**config.mk**
```make
export PLATFORM = sky130hd
export DESIGN_NAME = mem_write_ctrl
export DESIGN_NICKNAME = d
export VERILOG_FILES = /design/src/rtl/mem_write_ctrl.sv
export SDC_FILE = /design/constraint.sdc
export NUM_CORES = 1
export LEC_CHECK = 0
export BUFFER_PORTS_ARGS = -buffer_cell sky130_fd_sc_hd__buf_2
export CORE_UTILIZATION = 57
export CTS_CLUSTER_DIAMETER = 200
export DETAILED_ROUTE_END_ITERATION = 8
export GPL_TIMING_DRIVEN = 0
export MAX_ROUTING_LAYER = met4
export PLACE_DENSITY_LB_ADDON = 0.08
export SKIP_LAST_GASP = 1
export SLEW_MARGIN = 20
export SYNTH_ARGS = -nofsm -noshare
export SYNTH_HDL_FRONTEND = slang
export SYNTH_SLANG_ARGS = --single-unit
```
**constraint.sdc**
```tcl
create_clock -name clk -period 6.1 [get_ports clk]
set_input_delay 0.61 -clock clk [delete_from_list [all_inputs] [get_ports clk]]
set_output_delay 0.61 -clock clk [all_outputs]
set_load 0.1 [all_outputs]
```
**src/rtl/mem_write_ctrl.sv**
```systemverilog
// rtl/mem_write_ctrl.sv - debounced single-strobe write controller for the 4 x 8-bit memory bank
module mem_write_ctrl #(
    parameter int DEBOUNCE_CYCLES = 1000000,
    parameter int DATA_W          = 8,
    parameter int SEL_W           = 2
) (
    input  logic              clk,
    input  logic              rst_n,
    input  logic              btn_raw,
    input  logic [DATA_W-1:0] sw_data,
    input  logic [SEL_W-1:0]  sw_sel,
    output logic              wr_en,
    output logic [DATA_W-1:0] wr_data,
    output logic [SEL_W-1:0]  wr_sel,
    output logic              busy,
    output logic [7:0]        wr_count
);

    localparam int CNT_W = $clog2(DEBOUNCE_CYCLES) + 1;
    localparam logic [CNT_W-1:0] CNT_LAST = CNT_W'(DEBOUNCE_CYCLES - 1);

    typedef enum logic [2:0] {
        IDLE    = 3'd0,
        PRESS_Q = 3'd1,
        STROBE  = 3'd2,
        HELD    = 3'd3,
        REL_Q   = 3'd4
    } state_t;

    logic              btn_meta_q;
    logic              btn_s_q;
    logic [DATA_W-1:0] data_meta_q;
    logic [DATA_W-1:0] data_s_q;
    logic [SEL_W-1:0]  sel_meta_q;
    logic [SEL_W-1:0]  sel_s_q;

    state_t            state_q;
    logic [CNT_W-1:0]  cnt_q;
    logic              wr_en_q;
    logic [DATA_W-1:0] wr_data_q;
    logic [SEL_W-1:0]  wr_sel_q;
    logic [7:0]        wr_count_q;

    // Two-flop synchronisers bring the button and switches into the clk domain
    always_ff @(posedge clk or negedge rst_n) begin
        if (!rst_n) begin
            btn_meta_q  <= 1'b0;
            btn_s_q     <= 1'b0;
            data_meta_q <= '0;
            data_s_q    <= '0;
            sel_meta_q  <= '0;
            sel_s_q     <= '0;
        end else begin
            btn_meta_q  <= btn_raw;
            btn_s_q     <= btn_meta_q;
            data_meta_q <= sw_data;
            data_s_q    <= data_meta_q;
            sel_meta_q  <= sw_sel;
            sel_s_q     <= sel_meta_q;
        end
    end

    // Debounce FSM: qualify press, emit one strobe with captured switches, qualify release
    always_ff @(posedge clk or negedge rst_n) begin
        if (!rst_n) begin
            state_q    <= IDLE;
            cnt_q      <= '0;
            wr_en_q    <= 1'b0;
            wr_data_q  <= '0;
            wr_sel_q   <= '0;
            wr_count_q <= '0;
        end else begin
            wr_en_q <= 1'b0;
            case (state_q)
                IDLE: begin
                    cnt_q <= '0;
                    if (btn_s_q) begin
                        state_q <= PRESS_Q;
                    end
                end
                PRESS_Q: begin
                    if (!btn_s_q) begin
                        state_q <= IDLE;
                        cnt_q   <= '0;
                    end else if (cnt_q == CNT_LAST) begin
                        state_q    <= STROBE;
                        cnt_q      <= '0;
                        wr_en_q    <= 1'b1;
                        wr_data_q  <= data_s_q;
                        wr_sel_q   <= sel_s_q;
                        wr_count_q <= wr_count_q + 8'd1;
                    end else begin
                        cnt_q <= cnt_q + 1'b1;
                    end
                end
                STROBE: begin
                    state_q <= HELD;
                    cnt_q   <= '0;
                end
                HELD: begin
                    cnt_q <= '0;
                    if (!btn_s_q) begin
                        state_q <= REL_Q;
                    end
                end
                REL_Q: begin
                    if (btn_s_q) begin
                        state_q <= HELD;
                        cnt_q   <= '0;
                    end else if (cnt_q == CNT_LAST) begin
                        state_q <= IDLE;
                        cnt_q   <= '0;
                    end else begin
                        cnt_q <= cnt_q + 1'b1;
                    end
                end
                default: begin
                    state_q <= IDLE;
                    cnt_q   <= '0;
                end
            endcase
        end
    end

    assign wr_en    = wr_en_q;
    assign wr_data  = wr_data_q;
    assign wr_sel   = wr_sel_q;
    assign wr_count = wr_count_q;
    assign busy     = (state_q != IDLE);

endmodule

```
Word level (Yosys, flattened, before mapping)
Index checks and enable logic that the tools add are counted.

Reductions and logical operators: 4. Equal/unequal tests: 9. Mux-type cells: 14. Add/sub/neg operators: 2.

Operators by type and width (number): two-way mux 21 bit (3); case mux 21 bit (2 select lines) (1); adder 21 x 1 -> 21 bit, second input constant (1); equality test 21 x 20 -> 1 bit, second input constant (1); two-way mux 3 bit (6); case mux 3 bit (5 select lines) (1); adder 8 x 1 -> 8 bit, second input constant (1); equality test 3 x 2 -> 1 bit, second input constant (2); != test 3 bit, second input constant (2); != test 2 bit, second input constant (2); AND reduction 4 bit (1); equality test 3 x 1 -> 1 bit, second input constant (1); equality test 3 bit, second input constant (1); zero test 3 bit (1); two-way mux 1 bit (3); AND reduction 3 bit (1); nonzero test 3 bit (1).

Register bits after elaboration: 65. Output and inout port bits: 20. Input port bits: 13. Logic and storage cells: 41.

Logic depth before layout (Yosys ltp)
Depth in word-level cells: 4. Depth in mapped cells: 6. Gate-level depth less buffers: 5.

Least setup slack after synthesis
OpenSTA, ideal clock, no wires.

Path type: reg-to-reg. From: register cnt_q[10]. To: register wr_count_q[1] (netlist: wr_count[1]). Slack: 4.087 ns. Path buffers: 2. Arrival: 1.885 ns. Clock period less this slack: 2.013 ns. Cell stages (with the launch flop): 7. Path through: dfrtp_1 > nor4_2 > or4b_1 > buf_4 > nor2_4 > buf_6 > mux2_1.

Word-level cells in the longest chain between the ends: 2.

Ends and longest elaborated chain: start: declaration (RTL line 38) `logic [CNT_W-1:0] cnt_q;`; start signal: assignment (RTL line 93) `cnt_q <= cnt_q + 1'b1;`; start signal: assignment (RTL line 114) `cnt_q <= cnt_q + 1'b1;`; equality test 21 x 20 -> 1 bit (RTL line 85) `end else if (cnt_q == CNT_LAST) begin`; AND reduction 3 bit (no source line); end signal: assignment (RTL line 91) `wr_count_q <= wr_count_q + 8'd1;`; end: declaration (RTL line 42) `logic [7:0] wr_count_q;`.

Every way passes these cells. A chain may end at the register's enable or synchronous reset.

Worst setup path after layout
From: register cnt_q[10]. To: register wr_data_q[2] (netlist: wr_data[2]).

Word-level cells in the longest chain between the ends: 2.

Ends and longest elaborated chain: equality test 21 x 20 -> 1 bit (RTL line 85); AND reduction 3 bit (no source line); end signal: assignment (RTL line 89) `wr_data_q <= data_s_q;`; end: declaration (RTL line 40) `logic [DATA_W-1:0] wr_data_q;`.

Every way passes these cells.

==> summary.txt <==
Status = finished, final reports clean
CP required = 6.31 ns
CTS sink count = 65
Placed inst area = 2879 µm²
Routed len/inst = 14.06 µm
Gr ovfl total = 0
Setup Total Neg Slack = 0 ns
HPWL Detailed = 3022 µm
Initial Utilization = 59.85%
Critical Path Fanout Max = 10
Max Fclk = 440.9 MHz
Antenna-violating nets left = 0
Router iterations before antenna repair = 4
1st-iter DRT viols = 100
Root buf cell = clkbuf_8
Fin crit period = 2.268 ns
Initial antenna violation count = 0
Port bufs = 32
Most frequent cells in the layout = dfrtp_1, buf_2, nor2_1, xor2_1
Residual DRC = 0
Share of cells above drive strength 1 = 21.59%
Worst-case clock buffer depth = 2
R2r endpoint = wr_data[2]$_DFFE_PN0P_
Sequential area share after synthesis = 61.99%
Die width = 69.85 µm
Flop2flop setup slack = 3.83 ns
Flops & latches, synth = 65
Worst R2R Start = cnt_q[10]$_DFF_PN0_
CP Launch Type = register
First-pass GRT wire length = 7776 µm
Placer Congestion = 0.7593
Crit share post-route = 37.18%
# diodes = 0
Synth top area cells = dfrtp_1, mux2_1, xor2_1, nor2_1, nand3_1
Die Ht = 69.85 µm
Worst R2R Path Depth = 6
Static Leak = 1.448 nW
Via count = 1,744
Overall routing resource usage = 21.67%
Worst-Skew Late Latency = 0.34 ns
Worst EP arrival = 2.48 ns
Synthesized area = 2624 µm²
Fin area = 3105 µm²
Fin. Hold Viols = 0
Minimum hold slack = 0.1099 ns
P per Cell Area = 281.6 nW/µm²
Clk_skew = 0.009693 ns
Max Cap Violations = 0
H-tree levels = 3
DRT Wirelength = 4442 µm
Synth top area share = 61.99%
Yosys warning count = 0
Syn Area/Cell = 12.20 µm²
Hold Buf Count CTS = 0
Post-CTS Resized = 0
Setup Buffers After CTS = 0
Die area = 4878 µm²
NumNets Final = 274
Post-synth top area cell = dfrtp_1
Rows = 24
Slew headroom = 67.39%
Fin. max-slew vios = 0
CP max-delay cell = or4b_1
Commonest non-fill, non-tap cell in the layout = dfrtp_1
CTS tree = done
VDD IR max = 0.0002218 V
Worst slew pin tran = 0.4925 ns
# IOs = 33
P&R area growth vs syn = 18.36%
Setup violations, final = 0
Min-Delay Path Class = input pin to asynchronous set/reset pin
Post-synth cell types = 36
Async SR Flop Fraction = 100.0%
Post-synth EDFFs = 0
Clock transition at the registers of the reported paths = 0.08 ns
RSZ-0062 raised after global routing = false
CP Class = register to register
Net Count, Synth = 230
CP endpoint kind = register
Number of global-route vias before repair = 1,660
Drt via density = 5.519
Prevailing post-synth register cell = dfrtp_1
Cts bufs inserted = 9
Synth Instances = 215
Core footprint = 4384 µm²
Critical path cell sequence = nor4_2, or4b_1, buf_4, nor2_4, buf_6, mux2_1
Slowest Stage Delay on Critical Path = 0.48 ns
Pin count of the biggest net entering global routing = 53
==> metal layers <==
layer / part of all wire, % / vias to the layer above / track usage, %
met2: 47 / 32 / 30.77
met3: 3.4 / 6 / 7.413
met4: 1.0 / 0 / 8.667
met5: 0 / - / -
met1: 48 / 852 / 28.80
li1: - / 854 / -
==> synth_stat cells (2+ instances only) <==
master	count
or4_1	3
ha_1	2
mux2_1	11
a21oi_1	10
xor2_1	14
or4b_1	2
nand4_1	8
clkbuf_1	3
nand3_1	12
o22ai_1	2
nand2_1	12
nor4_2	4
and4_1	3
or3_1	6
and3_1	2
nand2b_1	2
nor2_1	17
nand3b_1	2
nor2b_1	2
nor3_1	7
o21ai_0	6
dfrtp_1	65
xnor2_1	5
inv_1	3
==> where the power goes <==
part / total (W) / leakage [nW] / internal, W / switching [W]
logic: 0.0000247 / 0.485 / 0.00000745 / 0.0000173
registers: 0.000443 / 0.853 / 0.000439 / 0.00000397
clock network: 0.000406 / 0.110 / 0.000234 / 0.000172
==> registers in the layout, indices dropped and copies added (netlist names) <==
register     flops
btn_meta_q       1
btn_s_q          1
cnt_q           21
data_meta_q      8
data_s_q         8
sel_meta_q       2
sel_s_q          2
state_q          3
wr_count         8
wr_data          8
wr_en            1
wr_sel           2
==> cells by family (layout without fill, tap and decap cells) <==
group | Yosys count | in the layout | synth area share (%)
simple gates | 88 | 88 | 19.84
flops | 65 | 65 | 61.99
fa+ha+maj | 2 | 2 | 0.9536
xor+xnor | 19 | 19 | 6.342
buf+inv | 8 | 57 | 1.574
mux | 11 | 11 | 4.721
compound gates | 22 | 22 | 4.578
==> final cells by class <==
class	instances	area, µm²
flip-flops and latches	65	1627
repair buffers	33	190.2
multi-input cells	142	955.9
well taps	52	65.06
fillers	342	1279
clock buffers	9	123.9
plain buffers	5	30.03
inverters	3	11.26
clock inverters	7	102.6
==> worst max-delay path by stage <==
stage,start,endpoint,slack (ns),cells after the start
3_5_place_dp,cnt_q[10]$_DFF_PN0_,wr_data[2]$_DFFE_PN0P_,3.85,6
6_report,cnt_q[10]$_DFF_PN0_,wr_data[2]$_DFFE_PN0P_,3.83,6
4_1_cts,cnt_q[10]$_DFF_PN0_,wr_data[2]$_DFFE_PN0P_,3.80,6
2_1_floorplan,cnt_q[10]$_DFF_PN0_,wr_count[1]$_DFFE_PN0P_,4.09,6
5_1_grt,cnt_q[0]$_DFF_PN0_,cnt_q[10]$_DFF_PN0_,3.68,6
3_3_place_gp,cnt_q[0]$_DFF_PN0_,cnt_q[9]$_DFF_PN0_,3.88,6
==> per-stage QoR <==
stage          std cells  utilization, %  power (W)  setup slack [ns]
6_report             316           70.83  0.0008744             3.832
5_1_grt              316           70.83  0.0009093             3.683
4_1_cts              316           70.83  0.0008883             3.802
3_5_place_dp         300           65.67  0.0004773             3.846
3_3_place_gp         299           64.98  0.0004740             3.880
2_1_floorplan        215               -  0.0004596             4.087
==> worst max-delay path, delay by kind of cell, from the launching register on <==
family / cells / cell delay (ns)
buf+inv: 2 / 0.36
flops: 1 / 0.45
mux: 1 / 0.34
simple gates: 3 / 0.99
(Power assumes the default switching activity.)
